--- src/rtl/alu_digit_serial.sv ---
// Digit-serial ALU: runs a WIDTH-bit operation DIGIT bits per clock, holding the
// carry in a register between digits, with a start/busy/done handshake and NZVC flags.
module alu_digit_serial #(
    parameter int WIDTH = 64,
    parameter int DIGIT = 8
) (
    input  logic             clk,
    input  logic             reset,
    input  logic             start,
    input  logic [WIDTH-1:0] a,
    input  logic [WIDTH-1:0] b,
    input  logic [2:0]       cntrl,
    output logic             busy,
    output logic             done,
    output logic [WIDTH-1:0] result,
    output logic             zero,
    output logic             negative,
    output logic             overflow,
    output logic             carry_out
);

    localparam int N  = WIDTH / DIGIT;
    localparam int CW = (N > 1) ? $clog2(N) : 1;

    generate
        if (DIGIT < 1 || DIGIT > WIDTH || (WIDTH % DIGIT) != 0) begin : g_bad_digit
            $error("alu_digit_serial: DIGIT must evenly divide WIDTH");
        end
    endgenerate

    typedef enum logic {IDLE, RUN} state_t;

    state_t           state_q, state_d;
    logic [WIDTH-1:0] a_q, a_d;
    logic [WIDTH-1:0] b_q, b_d;
    logic [2:0]       op_q, op_d;
    logic [CW-1:0]    cnt_q, cnt_d;
    logic             carry_q, carry_d;
    logic [WIDTH-1:0] result_q, result_d;
    logic             busy_q, busy_d;
    logic             done_q, done_d;
    logic             zero_q, zero_d;
    logic             negative_q, negative_d;
    logic             overflow_q, overflow_d;
    logic             carry_out_q, carry_out_d;

    logic [DIGIT-1:0] a_dig, b_dig, b_eff, dig_res;
    logic [DIGIT:0]   sum_ext;
    logic             msb_cin, is_arith, last;

    always_comb begin
        a_dig    = a_q[int'(cnt_q) * DIGIT +: DIGIT];
        b_dig    = b_q[int'(cnt_q) * DIGIT +: DIGIT];
        b_eff    = (op_q == 3'b011) ? ~b_dig : b_dig;
        sum_ext  = {1'b0, a_dig} + {1'b0, b_eff} + {{DIGIT{1'b0}}, carry_q};
        // Carry into the digit MSB recovered from the sum bit: s = a ^ b ^ cin.
        msb_cin  = a_dig[DIGIT-1] ^ b_eff[DIGIT-1] ^ sum_ext[DIGIT-1];
        is_arith = (op_q == 3'b010) || (op_q == 3'b011);
        last     = (cnt_q == CW'(N - 1));
        case (op_q)
            3'b000:          dig_res = b_dig;
            3'b010, 3'b011:  dig_res = sum_ext[DIGIT-1:0];
            3'b100:          dig_res = a_dig & b_dig;
            3'b101:          dig_res = a_dig | b_dig;
            3'b110:          dig_res = a_dig ^ b_dig;
            default:         dig_res = a_dig;
        endcase
    end

    always_comb begin
        state_d     = state_q;
        a_d         = a_q;
        b_d         = b_q;
        op_d        = op_q;
        cnt_d       = cnt_q;
        carry_d     = carry_q;
        result_d    = result_q;
        busy_d      = busy_q;
        done_d      = 1'b0;
        zero_d      = zero_q;
        negative_d  = negative_q;
        overflow_d  = overflow_q;
        carry_out_d = carry_out_q;
        case (state_q)
            IDLE: begin
                if (start) begin
                    a_d     = a;
                    b_d     = b;
                    op_d    = cntrl;
                    cnt_d   = '0;
                    carry_d = (cntrl == 3'b011);
                    busy_d  = 1'b1;
                    state_d = RUN;
                end
            end
            RUN: begin
                result_d[int'(cnt_q) * DIGIT +: DIGIT] = dig_res;
                carry_d = sum_ext[DIGIT];
                cnt_d   = last ? '0 : cnt_q + CW'(1);
                if (last) begin
                    state_d     = IDLE;
                    busy_d      = 1'b0;
                    done_d      = 1'b1;
                    zero_d      = (result_d == '0);
                    negative_d  = result_d[WIDTH-1];
                    overflow_d  = is_arith & (msb_cin ^ sum_ext[DIGIT]);
                    carry_out_d = is_arith & sum_ext[DIGIT];
                end
            end
            default: state_d = IDLE;
        endcase
    end

    always_ff @(posedge clk or negedge reset) begin
        if (!reset) begin
            state_q     <= IDLE;
            a_q         <= '0;
            b_q         <= '0;
            op_q        <= '0;
            cnt_q       <= '0;
            carry_q     <= 1'b0;
            result_q    <= '0;
            busy_q      <= 1'b0;
            done_q      <= 1'b0;
            zero_q      <= 1'b0;
            negative_q  <= 1'b0;
            overflow_q  <= 1'b0;
            carry_out_q <= 1'b0;
        end else begin
            state_q     <= state_d;
            a_q         <= a_d;
            b_q         <= b_d;
            op_q        <= op_d;
            cnt_q       <= cnt_d;
            carry_q     <= carry_d;
            result_q    <= result_d;
            busy_q      <= busy_d;
            done_q      <= done_d;
            zero_q      <= zero_d;
            negative_q  <= negative_d;
            overflow_q  <= overflow_d;
            carry_out_q <= carry_out_d;
        end
    end

    assign busy      = busy_q;
    assign done      = done_q;
    assign result    = result_q;
    assign zero      = zero_q;
    assign negative  = negative_q;
    assign overflow  = overflow_q;
    assign carry_out = carry_out_q;

endmodule

--- config.mk ---
export PLATFORM = sky130hd
export DESIGN_NAME = alu_digit_serial
export DESIGN_NICKNAME = d
export VERILOG_FILES = /design/src/rtl/alu_digit_serial.sv
export SDC_FILE = /design/constraint.sdc
export NUM_CORES = 1
export LEC_CHECK = 0
export CAP_MARGIN = 20
export CORE_AREA = 4 4 168 121
export CTS_CLUSTER_DIAMETER = 40
export DETAILED_ROUTE_END_ITERATION = 7
export DIE_AREA = 0 0 172 125
export PLACE_DENSITY_LB_ADDON = 0.05
export RECOVER_POWER = 25
export SYNTH_ARGS = -nofsm -noshare
export SYNTH_HDL_FRONTEND = slang
export SYNTH_SLANG_ARGS = --single-unit
--- constraint.sdc ---
create_clock -name clk -period 10.9 [get_ports clk]
set_clock_uncertainty 0.15 [all_clocks]
set_input_delay 2.18 -clock clk [delete_from_list [all_inputs] [get_ports clk]]
set_output_delay 2.18 -clock clk [all_outputs]
set_load 0.05 [all_outputs]
=== Yosys cells after proc, flatten, opt, wreduce, memory -nomap -nowiden ===
Cells that the tools add are included.

* Magnitude comparators: 0
* Bitwise gates (word level): 10
* Add/sub/neg operators: 4
* $mul: 0
* Div/mod/pow operators: 0
* Reductions and logical operators: 7
* Muxes and demuxes: 16
* Shifts and indexed selects: 4
* Equal/unequal tests: 9

{| class="wikitable"
|+ Operators with widths
! cell !! count
|-
| 64-bit by 7-bit variable part select with 8-bit output || 2
|-
| 64-bit bitwise mux || 1
|-
| 64-bit logical NOT || 1
|-
| 8-bit by 33-bit variable shift with 64-bit output, first input constant || 1
|-
| 8-bit by 33-bit variable part select with 64-bit output || 1
|-
| 8-bit one-hot mux with 5 select lines || 1
|-
| 6-bit negator with 33-bit output || 1
|-
| 3-bit == test, second input constant || 4
|-
| 8-bit by 8-bit adder with 9-bit output || 1
|-
| 9-bit by 1-bit adder with 9-bit output || 1
|-
| 3-bit by 2-bit == test with 1-bit output, second input constant || 3
|-
| 8-bit bitwise AND || 1
|-
| 8-bit 2-to-1 mux || 1
|-
| 8-bit NOT || 1
|-
| 8-bit OR || 1
|-
| 8-bit XOR || 1
|-
| 1-bit 2-to-1 mux || 7
|-
| 3-bit 2-to-1 mux || 2
|-
| 1-bit one-hot mux with 2 select lines || 3
|-
| 3-bit one-hot mux with 2 select lines || 1
|-
| 2-bit AND reduction || 3
|-
| 3-bit by 1-bit adder with 3-bit output, second input constant || 1
|-
| 3-bit logical NOT || 1
|-
| 1-bit XOR || 3
|-
| 6 further kinds || 7
|}

* Bits in latches: 0
* RAM bits: 0
* Output and inout bits: 70
* Bits in registers: 206
* Memory bits (read-only): 0
* Bits of input ports: 134
* Memories: 0
* Word-level logic and storage cells: 63

=== Longest topological paths before layout ===
Gate-level depths: netlist of the first run.

* Depth in word-level cells: 9
* Gate-level depth with buffers: 17
* Depth with buffers taken out: 15

=== Worst setup path after synthesis of the first run ===
Ideal clock, no wire load.

* Path kind: register to register
* Start: register cnt_q[2]
* End: register zero_q, in the netlist zero
* Clock period less this slack: 4.030 ns
* Required time: 10.683 ns
* Arrival time: 3.813 ns
* Library setup time: 0.067 ns
* Cell stages (with the launch flop): 16
* Slack: 6.870 ns
* Cell sequence: dfrtp_1 -> buf_2 -> buf_4 -> clkbuf_1 -> mux4_2 -> mux2i_1 -> xor2_1 -> ha_1 -> and2_1 -> a221oi_1 -> nand3_1 -> nor3b_1 -> o32a_1 -> o21a_1 -> a2111oi_0 -> a32o_2

* Word-level cells in the longest chain between the ends: 9

{| class="wikitable"
|+ Ends and longest elaborated chain
! element !! line !! source
|-
| start, declared || 37 || <nowiki>logic [CW-1:0] cnt_q, cnt_d;</nowiki>
|-
| start signal, assigned || 134 || <nowiki>cnt_q <= cnt_d;</nowiki>
|-
| 64-bit by 7-bit variable part select with 8-bit output || 53 || <nowiki>b_dig = b_q[int'(cnt_q) * DIGIT +: DIGIT];</nowiki>
|-
| 8-bit NOT || 54 || <nowiki>b_eff = (op_q == 3'b011) ? ~b_dig : b_dig;</nowiki>
|-
| 8-bit 2-to-1 mux || 54 ||
|-
| 8-bit by 8-bit adder with 9-bit output || 55 || <nowiki>sum_ext = {1'b0, a_dig} + {1'b0, b_eff} + {{DIGIT{1'b0}}, carry_q};</nowiki>
|-
| 9-bit by 1-bit adder with 9-bit output || 55 ||
|-
| 8-bit one-hot mux with 5 select lines || 60 || <nowiki>case (op_q)</nowiki>
|-
| 8-bit by 33-bit variable part select with 64-bit output || 97 || <nowiki>result_d[int'(cnt_q) * DIGIT +: DIGIT] = dig_res;</nowiki>
|-
| 64-bit bitwise mux || 97 ||
|-
| 64-bit logical NOT || 104 || <nowiki>zero_d = (result_d == '0);</nowiki>
|-
| end signal, assigned || 139 || <nowiki>zero_q <= zero_d;</nowiki>
|-
| end, declared || 42 || <nowiki>logic zero_q, zero_d;</nowiki>
|}

Parallel ways exist; a longest one is shown, timed or not.
A chain may end at the register's enable or synchronous reset.

=== Worst setup path in the final report of the first run ===
* Start: register cnt_q[0]
* End: register zero_q, in the netlist zero

The elaborated chain is that of the path after synthesis.

==> impl_metrics.xml, run 1 <==
<?xml version="1.0" encoding="UTF-8"?>
<metrics>
  <group name="outcome">
    <metric name="run_status" unit="">complete, but fails checks</metric>
    <metric name="failed_checks" unit="">capacitance limit, slew limit</metric>
  </group>
  <group name="worst_setup_path">
    <metric name="arrival" unit="ns">5.59</metric>
    <metric name="critical_path.cell_chain" unit="">buf_4 -&gt; mux4_2 -&gt; mux2i_1 -&gt; xor2_1 -&gt; ha_1 -&gt; and2_1 -&gt; a221oi_1 -&gt; nand3_1 -&gt; nor3b_1 -&gt; o32a_1 -&gt; o21a_1 -&gt; a2111oi_0 -&gt; a32o_2</metric>
    <metric name="cp_slowest_cell" unit="">sky130_fd_sc_hd__dfrtp_4</metric>
    <metric name="worstPathMaxFanout" unit="">40</metric>
    <metric name="critPathCaptureType" unit="">flip-flop</metric>
    <metric name="kind_of_cell_adding_the_most_delay_to_the_critical_path" unit="">compound AO/OA/AOI/OAI gates</metric>
    <metric name="worstPathRequired" unit="ns">11.21</metric>
    <metric name="timing.critical_path.from_type" unit="">flip-flop</metric>
    <metric name="critical_path_buffers_and_inverters" unit="">1</metric>
    <metric name="worst-setup-path-type" unit="">flip-flop to flip-flop</metric>
    <metric name="crit_path_largest_cell_delay" unit="ns">0.65</metric>
  </group>
  <group name="drt">
    <metric name="wl_met3" unit="um">2230</metric>
    <metric name="dr.pass1.iters" unit="">5</metric>
    <metric name="detail_route.vias_per_cell" unit="">5.82</metric>
    <metric name="antenna_left" unit="">0</metric>
    <metric name="totalWireLength" unit="um">27200</metric>
    <metric name="routedWlPerCell" unit="um">20.5</metric>
    <metric name="detail_route.wirelength.met1" unit="um">13100</metric>
    <metric name="total_number_of_vias" unit="">7708</metric>
    <metric name="highest_layer" unit="">met4</metric>
    <metric name="drtIter0Drc" unit="">626</metric>
    <metric name="drt_drc_violations_left" unit="">0</metric>
    <metric name="met2WireLength" unit="um">11500</metric>
  </group>
  <group name="layout">
    <metric name="nNetsFinal" unit="">1228</metric>
    <metric name="stdcell_area" unit="um2">13400</metric>
    <metric name="mostFrequentLayoutCell" unit="">sky130_fd_sc_hd__dfrtp_1</metric>
    <metric name="area_delta_synth_final" unit="%">27.9</metric>
    <metric name="layout.cells.most_common_list" unit="">sky130_fd_sc_hd__dfrtp_1, sky130_fd_sc_hd__clkdlybuf4s50_1, sky130_fd_sc_hd__mux2_2, sky130_fd_sc_hd__nand2_1, sky130_fd_sc_hd__o21ai_0</metric>
    <metric name="layout-drive-gt1-share" unit="%">22.2</metric>
    <metric name="fillerInstances" unit="">1367</metric>
  </group>
  <group name="grt">
    <metric name="maximum_number_of_pins_on_one_net_before_global_route_repair" unit="">88</metric>
    <metric name="grt_first_pass_wirelength" unit="um">43300</metric>
    <metric name="vias_in_the_first_global_route" unit="">7738</metric>
    <metric name="grt_overflow" unit="">0</metric>
    <metric name="initial_antenna_violation_count" unit="">0</metric>
    <metric name="grt_usage" unit="%">25.2</metric>
  </group>
  <group name="cts">
    <metric name="cts_resized" unit="">0</metric>
    <metric name="tritoncts" unit="">yes</metric>
    <metric name="post-cts-setup-buffer-count" unit="">0</metric>
    <metric name="cts_sinks" unit="">206</metric>
    <metric name="htree_num_levels" unit="">1</metric>
    <metric name="clk_root_buffer_cell" unit="">sky130_fd_sc_hd__clkbuf_16</metric>
    <metric name="cts_buffer_depth" unit="">3</metric>
    <metric name="post_cts_hold_buffer_count" unit="">0</metric>
    <metric name="cts_buffers" unit="">24</metric>
    <metric name="post_cts_clock_slew_at_the_launch_and_capture_registers_of_the_worst_setup_and_hold_paths" unit="ns">0.07</metric>
    <metric name="clock_latency" unit="ns">0.52</metric>
  </group>
  <group name="synthesis">
    <metric name="netlist_instances" unit="">880</metric>
    <metric name="post_synth_fa_ha_maj_area_fraction" unit="%">3.60</metric>
    <metric name="synth_top_family_by_area" unit="">multiplexers</metric>
    <metric name="synth-seq-cells" unit="">206</metric>
    <metric name="yosys.area.top_type" unit="">sky130_fd_sc_hd__dfrtp_1</metric>
    <metric name="synthDominantCellAreaShare" unit="%">49.1</metric>
    <metric name="yosys_most_used_dff" unit="">sky130_fd_sc_hd__dfrtp_1</metric>
    <metric name="sequential_share_of_the_synthesized_area" unit="%">49.1</metric>
    <metric name="synth_compound_gate_area_share" unit="%">9.06</metric>
    <metric name="post_synth_num_cell_types" unit="">77</metric>
    <metric name="synthTopCellsByArea" unit="">sky130_fd_sc_hd__dfrtp_1, sky130_fd_sc_hd__mux2_2, sky130_fd_sc_hd__mux4_2</metric>
    <metric name="nets_in_the_synthesized_netlist" unit="">1043</metric>
    <metric name="syn_area_per_cell" unit="um2">11.9</metric>
    <metric name="synth_simple_gate_area_share" unit="%">9.68</metric>
    <metric name="mappedNetlistArea" unit="um2">10500</metric>
    <metric name="yosysWarnings" unit="">0</metric>
    <metric name="yosys.area_share.xor_xnor" unit="%">1.09</metric>
    <metric name="muxShareOfSynthArea" unit="%">24.0</metric>
    <metric name="synth_enable_flop_cells" unit="">0</metric>
    <metric name="async_reset_ff_share" unit="%">100</metric>
  </group>
  <group name="placement">
    <metric name="dpl_cell_area" unit="um2">12600</metric>
    <metric name="place_ws" unit="ns">5.62</metric>
    <metric name="rd_place_congestion" unit="">0.969</metric>
    <metric name="hpwl" unit="um">19800</metric>
    <metric name="port_buffer_cells" unit="">203</metric>
  </group>
  <group name="die">
    <metric name="die_area" unit="um2">21500</metric>
    <metric name="io-pin-count" unit="">204</metric>
    <metric name="floorplan.die.height" unit="um">125</metric>
    <metric name="start_util" unit="%">56.1</metric>
    <metric name="die_outline_width" unit="um">172</metric>
    <metric name="placeableCoreArea" unit="um2">18700</metric>
    <metric name="core.rowCount" unit="">42</metric>
  </group>
  <group name="timing">
    <metric name="max_freq" unit="MHz">189</metric>
    <metric name="final_period_minus_worst_setup_slack" unit="ns">5.28</metric>
    <metric name="setup_repair_after_global_routing_missed_its_margin" unit="">false</metric>
    <metric name="setup-violations-final" unit="">0</metric>
    <metric name="final_cycle_utilization_of_the_critical_path" unit="%">48.4</metric>
    <metric name="max_slew.worst_pin.slew" unit="ns">2.87</metric>
    <metric name="timing.max_slew.rel_slack" unit="%">-91.5</metric>
    <metric name="finalHoldViolCount" unit="">0</metric>
    <metric name="pins_over_slew_limit" unit="">56</metric>
    <metric name="setup_total_negative_slack" unit="ns">0</metric>
    <metric name="final_critical_path_setup_slack" unit="ns">5.62</metric>
  </group>
  <group name="run">
    <metric name="drv_cap" unit="">1</metric>
  </group>
  <group name="min_path">
    <metric name="worst_hold_path_type" unit="">flip-flop to flip-flop</metric>
  </group>
</metrics>
synth_stat cells, types with 5 or more instances:
master,number
sky130_fd_sc_hd__nor2b_1,6
sky130_fd_sc_hd__xnor2_1,6
sky130_fd_sc_hd__mux2i_1,24
sky130_fd_sc_hd__xor2_1,7
sky130_fd_sc_hd__o21ai_0,65
sky130_fd_sc_hd__nor4_1,5
sky130_fd_sc_hd__nand3_1,10
sky130_fd_sc_hd__ha_1,27
sky130_fd_sc_hd__a21oi_1,21
sky130_fd_sc_hd__mux4_1,6
sky130_fd_sc_hd__nand2_1,98
sky130_fd_sc_hd__nor2_1,37
sky130_fd_sc_hd__mux2_2,150
sky130_fd_sc_hd__mux4_2,17
sky130_fd_sc_hd__nand2b_1,10
sky130_fd_sc_hd__inv_1,21
sky130_fd_sc_hd__clkbuf_1,37
sky130_fd_sc_hd__dfrtp_1,206
sky130_fd_sc_hd__a22oi_1,11
sky130_fd_sc_hd__nor3_1,5
sky130_fd_sc_hd__or4_1,6
through the flow:
stage / cells / hold WS (ns) / utilization, %
after global placement: 1281 / 0.322 / 67.5
final: 1325 / 0.347 / 71.7
after global routing: 1324 / 0.363 / 71.7
after floorplan: 880 / 0.322 / -
after detailed placement: 1281 / 0.338 / 67.5
after CTS: 1324 / 0.352 / 71.7
cell families after synthesis:
kind of cell               after synthesis
AOI/OAI and AO/OA                      147
xor gates and xnor gates                13
adders and majority gates               29
buffers and inverters                   76
DFF                                    206
muxes                                  200
and+or+nand+nor                        209
path summary, 6_finish.rpt:
kind	startpoint	endpoint	slack (ns)	depth (start not counted)
setup reg to reg	cnt_q[0]$_DFFE_PN0P_	zero$_DFFE_PN0P_	5.62	13
max in group asynchronous	reset	cnt_q[0]$_DFFE_PN0P_	5.91	2
hold / removal	negative$_DFFE_PN0P_	negative$_DFFE_PN0P_	0.35	2
min in group asynchronous	reset	a_q[19]$_DFFE_PN0P_	2.43	1
setup / recovery	cnt_q[0]$_DFFE_PN0P_	zero$_DFFE_PN0P_	5.62	13
hold reg to reg	negative$_DFFE_PN0P_	negative$_DFFE_PN0P_	0.35	2
sequential cells by signal (all words and copies together) (netlist names):
signal and count:
carry_q 1, op_q 3, cnt_q 3, negative 1
busy 1, done 1, state_q 1, b_q 64
a_q 64, overflow 1, carry_out 1, zero 1
result 64
area by class of cell:
class	count	area (um2)	area share [%]
Tap cell	242	303	2.26
Antenna cell	1	2.50	0.0187
Clock inverter	16	169	1.26
Sequential cell	206	5160	38.5
Clock buffer	27	622	4.64
Inverter	25	96.3	0.718
Timing Repair Buffer	210	2080	15.5
Multi-Input combinational cell	598	4990	37.2
routing by layer:
layer,global-route usage (%),up-vias
li1,-,3577
met1,39.9,3818
met2,35.5,280
met3,6.56,33
met4,4.53,0
met5,0,-
worst min-delay path: stages, from the launching register on:
cell	delay [ns]
sky130_fd_sc_hd__dfrtp_1	0.35
sky130_fd_sc_hd__nand2_1	0.05
sky130_fd_sc_hd__o21ai_0	0.06
Power of run 1 is left out: the tool's default activity adds up to more than one toggle a clock period on the data nets, which glitch-free logic cannot reach.
==> inputs of run 2 (changes only) <==
--- a/config.mk
+++ b/config.mk
@@ -6,10 +6,10 @@
 export NUM_CORES = 1
 export LEC_CHECK = 0
 export CAP_MARGIN = 20
-export CORE_AREA = 4 4 168 121
+export CORE_AREA = 4 4 184 133
 export CTS_CLUSTER_DIAMETER = 40
 export DETAILED_ROUTE_END_ITERATION = 7
-export DIE_AREA = 0 0 172 125
+export DIE_AREA = 0 0 188 137
 export PLACE_DENSITY_LB_ADDON = 0.05
 export RECOVER_POWER = 25
 export SYNTH_ARGS = -nofsm -noshare
==> constraint.sdc (replaced) <==
create_clock -name clk -period 4.7 [get_ports clk]
set_clock_uncertainty 0.15 [all_clocks]
set_input_delay 0.94 -clock clk [delete_from_list [all_inputs] [get_ports clk]]
set_output_delay 0.94 -clock clk [all_outputs]
set_load 0.05 [all_outputs]
==> run 2 against run 1 <==
The flow still finishes with violations (capacitance limit, slew limit). Critical path depth is the same. Hold slack lost 0.0086 ns. Utilization shrank 9.9 points.
==> impl_metrics.xml, run 2 (synthesis results as in run 1) <==
<?xml version="1.0" encoding="UTF-8"?>
<metrics>
  <group name="drt">
    <metric name="drt_drc_violations_left" unit="">0</metric>
    <metric name="routedWlPerCell" unit="um">20.2</metric>
    <metric name="totalWireLength" unit="um">28800</metric>
    <metric name="antenna_left" unit="">0</metric>
    <metric name="drtIter0Drc" unit="">548</metric>
    <metric name="detail_route.vias_per_cell" unit="">5.46</metric>
    <metric name="dr.pass1.iters" unit="">5</metric>
    <metric name="total_number_of_vias" unit="">7797</metric>
  </group>
  <group name="layout">
    <metric name="nNetsFinal" unit="">1258</metric>
    <metric name="layout.cells.most_common_list" unit="">sky130_fd_sc_hd__dfrtp_1, sky130_fd_sc_hd__clkdlybuf4s50_1, sky130_fd_sc_hd__mux2_2, sky130_fd_sc_hd__nand2_1, sky130_fd_sc_hd__o21ai_0</metric>
    <metric name="area_delta_synth_final" unit="%">32.6</metric>
    <metric name="stdcell_area" unit="um2">13900</metric>
    <metric name="layout-drive-gt1-share" unit="%">24.4</metric>
    <metric name="fillerInstances" unit="">1824</metric>
    <metric name="antennaDiodeCount" unit="">0</metric>
    <metric name="mostFrequentLayoutCell" unit="">sky130_fd_sc_hd__dfrtp_1</metric>
  </group>
  <group name="timing">
    <metric name="max_freq" unit="MHz">233</metric>
    <metric name="max_slew.worst_pin.slew" unit="ns">2.51</metric>
    <metric name="final_cycle_utilization_of_the_critical_path" unit="%">91.3</metric>
    <metric name="timing.max_slew.rel_slack" unit="%">-67.4</metric>
    <metric name="setup-violations-final" unit="">0</metric>
    <metric name="finalHoldViolCount" unit="">0</metric>
    <metric name="fin_worst_hold_slack" unit="ns">0.338</metric>
    <metric name="setup_repair_after_global_routing_missed_its_margin" unit="">false</metric>
    <metric name="setup_total_negative_slack" unit="ns">0</metric>
    <metric name="pins_over_slew_limit" unit="">100</metric>
    <metric name="final_period_minus_worst_setup_slack" unit="ns">4.29</metric>
  </group>
  <group name="die">
    <metric name="placeableCoreArea" unit="um2">22500</metric>
    <metric name="die_outline_width" unit="um">188</metric>
    <metric name="floorplan.die.height" unit="um">137</metric>
    <metric name="die_area" unit="um2">25800</metric>
    <metric name="start_util" unit="%">46.6</metric>
    <metric name="core.rowCount" unit="">46</metric>
    <metric name="io-pin-count" unit="">204</metric>
  </group>
  <group name="worst_setup_path">
    <metric name="worstPathMaxFanout" unit="">17</metric>
    <metric name="worst-setup-path-type" unit="">flip-flop to flip-flop</metric>
    <metric name="critical_path_buffers_and_inverters" unit="">1</metric>
    <metric name="crit_path_largest_cell_delay" unit="ns">0.63</metric>
    <metric name="cp_slowest_cell" unit="">sky130_fd_sc_hd__dfrtp_4</metric>
    <metric name="worstPathRequired" unit="ns">5.03</metric>
    <metric name="arrival" unit="ns">4.62</metric>
    <metric name="critical_path.cell_chain" unit="">mux4_1 -&gt; mux2i_2 -&gt; xnor2_1 -&gt; fa_1 -&gt; inv_1 -&gt; fa_1 -&gt; xor2_1 -&gt; a221oi_1 -&gt; a21oi_1 -&gt; a21oi_1 -&gt; o32ai_1 -&gt; a2111oi_0 -&gt; a32o_2</metric>
    <metric name="timing.critical_path.from_type" unit="">flip-flop</metric>
    <metric name="critPathCaptureType" unit="">flip-flop</metric>
    <metric name="kind_of_cell_adding_the_most_delay_to_the_critical_path" unit="">compound AO/OA/AOI/OAI gates</metric>
  </group>
  <group name="grt">
    <metric name="grt_first_pass_wirelength" unit="um">45700</metric>
    <metric name="grt_overflow" unit="">0</metric>
    <metric name="maximum_number_of_pins_on_one_net_before_global_route_repair" unit="">101</metric>
    <metric name="initial_antenna_violation_count" unit="">0</metric>
    <metric name="vias_in_the_first_global_route" unit="">7949</metric>
    <metric name="grt_usage" unit="%">22.4</metric>
  </group>
  <group name="cts">
    <metric name="post_cts_hold_buffer_count" unit="">0</metric>
    <metric name="tritoncts" unit="">yes</metric>
    <metric name="post_cts_clock_slew_at_the_launch_and_capture_registers_of_the_worst_setup_and_hold_paths" unit="ns">0.06</metric>
    <metric name="cts_sinks" unit="">206</metric>
    <metric name="clk_root_buffer_cell" unit="">sky130_fd_sc_hd__clkbuf_16</metric>
    <metric name="cts_resized" unit="">0</metric>
    <metric name="htree_num_levels" unit="">1</metric>
    <metric name="cts_buffers" unit="">29</metric>
    <metric name="post-cts-setup-buffer-count" unit="">0</metric>
    <metric name="cts_buffer_depth" unit="">3</metric>
    <metric name="clock_latency" unit="ns">0.54</metric>
  </group>
  <group name="placement">
    <metric name="port_buffer_cells" unit="">203</metric>
    <metric name="dpl_cell_area" unit="um2">12900</metric>
    <metric name="hpwl" unit="um">21600</metric>
    <metric name="rd_place_congestion" unit="">0.933</metric>
  </group>
  <group name="outcome">
    <metric name="failed_checks" unit="">capacitance limit, slew limit</metric>
    <metric name="run_status" unit="">complete, but fails checks</metric>
  </group>
  <group name="run">
    <metric name="drv_cap" unit="">1</metric>
  </group>
  <group name="min_path">
    <metric name="worst_hold_path_type" unit="">flip-flop to flip-flop</metric>
  </group>
</metrics>
[run 2: changes by cell type in the layout (fill, tap and decap cells not counted), moves of 3 or more]
cell                         previous run  this run
sky130_fd_sc_hd__clkinvlp_4             2         5
sky130_fd_sc_hd__buf_12                 0         3
sky130_fd_sc_hd__bufinv_16              1         4
sky130_fd_sc_hd__clkinv_8               3         0
sky130_fd_sc_hd__clkbuf_1               3         6
sky130_fd_sc_hd__clkbuf_16             24        29
sky130_fd_sc_hd__buf_4                  7        28
[run 2: metal layers]
metal / track usage (%) / wire length (um)
met1: 36.2 / 14700
met2: 30.4 / 11500
met3: 5.61 / 2280
met4: 3.59 / 427
met5: 0 / 0
[run 2: final timing paths]
path,start,to,slack [ns],depth (start not counted)
max,cnt_q[0]$_DFFE_PN0P_,zero$_DFFE_PN0P_,0.41,13
min,carry_out$_DFFE_PN0P_,carry_out$_DFFE_PN0P_,0.34,2
max reg2reg,cnt_q[0]$_DFFE_PN0P_,zero$_DFFE_PN0P_,0.41,13
min reg2reg,carry_out$_DFFE_PN0P_,carry_out$_DFFE_PN0P_,0.34,2
max in group asynchronous,reset,b_q[37]$_DFFE_PN0P_,1.26,2
min in group asynchronous,reset,a_q[15]$_DFFE_PN0P_,1.02,1
[run 2: worst min-delay path: cells and delay by family (launching register included)]
family | cells | cell delay, ns
AND/OR/NAND/NOR | 1 | 0.05
AO/OA/AOI/OAI | 1 | 0.06
flip-flops | 1 | 0.34
[run 2: layout make-up]
type / instances / area [um2] / area share, %
Clock buffer: 34 / 744 / 5.35
Timing Repair Buffer: 235 / 2300 / 16.5
Sequential cell: 206 / 5160 / 37.1
Tap cell: 312 / 390 / 2.81
Clock inverter: 19 / 233 / 1.67
Inverter: 25 / 96.3 / 0.693
Multi-Input combinational cell: 598 / 4990 / 35.8
[run 2: stage by stage]
| stage | util (%) | std cells | worst slack [ns] |
|---|---|---|---|
| finish | 61.8 | 1429 | 0.410 |
| global route | 61.8 | 1429 | 0.155 |
| CTS | 61.9 | 1429 | 0.424 |
| detailed placement | 57.5 | 1376 | 0.450 |
| global placement | 57.5 | 1376 | 0.534 |
| floorplan | - | 880 | 0.670 |
Power of run 2 is left out for the same reason.
==> RTL change: new RTL, settings of run 2 <==
Make the reset (`reset`) synchronous in one clocked block.
--- a/src/rtl/alu_digit_serial.sv
+++ b/src/rtl/alu_digit_serial.sv
@@ -111,7 +111,7 @@
         endcase
     end
 
-    always_ff @(posedge clk or negedge reset) begin
+    always_ff @(posedge clk) begin
         if (!reset) begin
             state_q     <= IDLE;
             a_q         <= '0;
Behaviour: differs if reset is asserted again (counterexample within 4 cycles, from zero or initial values and one cycle with reset low); with reset held inactive, the same outputs for 4 cycles.
==> RTL change against run 2 <==
  * The flow still finishes with violations (max-capacitance violations, max-slew violations)
  * Via count is 18% higher
  * Area after synthesis is 1.9% lower
  * Sequential share of layout area is 6.8 points lower
  * Global-route usage rose by 1.2 points
  * Setup slack lost 0.049 ns
  * Final area decreased by 2.1%
  * Sequential cell count stayed put
  * Routed wire length increased by 9.6%
==> RTL change: results (changes against run 2) <==
* Largest net degree at the start of global routing at 116 (was 101)
* Cells after DPL at 1671 (was 1376)
* Vias at 9172 (was 7797)
* 1st-iter DRT viols at 745 (was 548)
* Slowest stage delay, CP at 0.61 ns (was 0.63 ns)
* Max stage delay cell, worst path: dfxtp_2 (was dfrtp_4)
* Failing checks: max-capacitance violations, max-slew violations (unchanged)
* Mapped Nets at 1374 (was 1043)
* Fin nets at 1553 (was 1258)
* Routed wl met2 at 12640 um (was 11460 um)
* Gpl congestion at 0.8852 (was 0.9334)
* Clock latency on the worst-skew pair at 0.56 ns (was 0.54 ns)
* Slew HR at -32.77% (was -67.38%)
* Fin Hold WS at 0.3142 ns (was 0.3380 ns)
* DP Area at 0.01263 mm2 (was 0.01294 mm2)
* Vias/cell at 5.314 (was 5.456)
* Met1 Wirelength at 15750 um (was 14670 um)
* Hold Path End: a_q[3] (was carry_out)
* Register area share after synthesis at 40.08% (was 49.13%)
* GRT Total Usage at 23.56% (was 22.39%)
* Maxcap violations at 2 (was 1)
* Syn avg cell area at 8.496 um2 (was 11.92 um2)
* Status: finished, violations left (unchanged)
* HP Start: a_q[3] (was carry_out)
* Worst r2r path cells at 16 (was 13)
* R2r setup slk at 0.36 ns (was 0.41 ns)
* Met3 GRT Util at 5.507% (was 5.609%)
* Max-slew violations at 78 (was 100)
[RTL change: layout make-up]
cell class | count | area [um2]
Fill cell | 1988 | 8882
Multi-Input combinational cell | 892 | 5698
Sequential cell | 206 | 4126
Timing Repair Buffer | 238 | 2306
Clock buffer | 31 | 733.2
Tap cell | 312 | 390.4
Clock inverter | 23 | 279.0
Inverter | 23 | 86.33
Antenna cell | 1 | 2.502
[RTL change: cell families (layout without fill, tap and decap cells)]
family | after synthesis | after routing | synth area share (%)
adder cells (fa/ha/maj) | 29 | 29 | 3.673
multiplexers | 69 | 69 | 9.619
other | 0 | 1 | 0
AO/OA/AOI/OAI | 277 | 277 | 19.09
XOR/XNOR | 13 | 13 | 1.107
buffers and inverters | 113 | 315 | 4.536
AND/OR/NAND/NOR | 504 | 504 | 21.89
flip-flops | 206 | 206 | 40.08
[RTL change: tightest hold or removal path: cells and delay by family (launching register included)]
kind,cells,cell delay (ns)
and+or+nand+nor,1,0.05
AOI/OAI and AO/OA,1,0.06
DFF,1,0.31
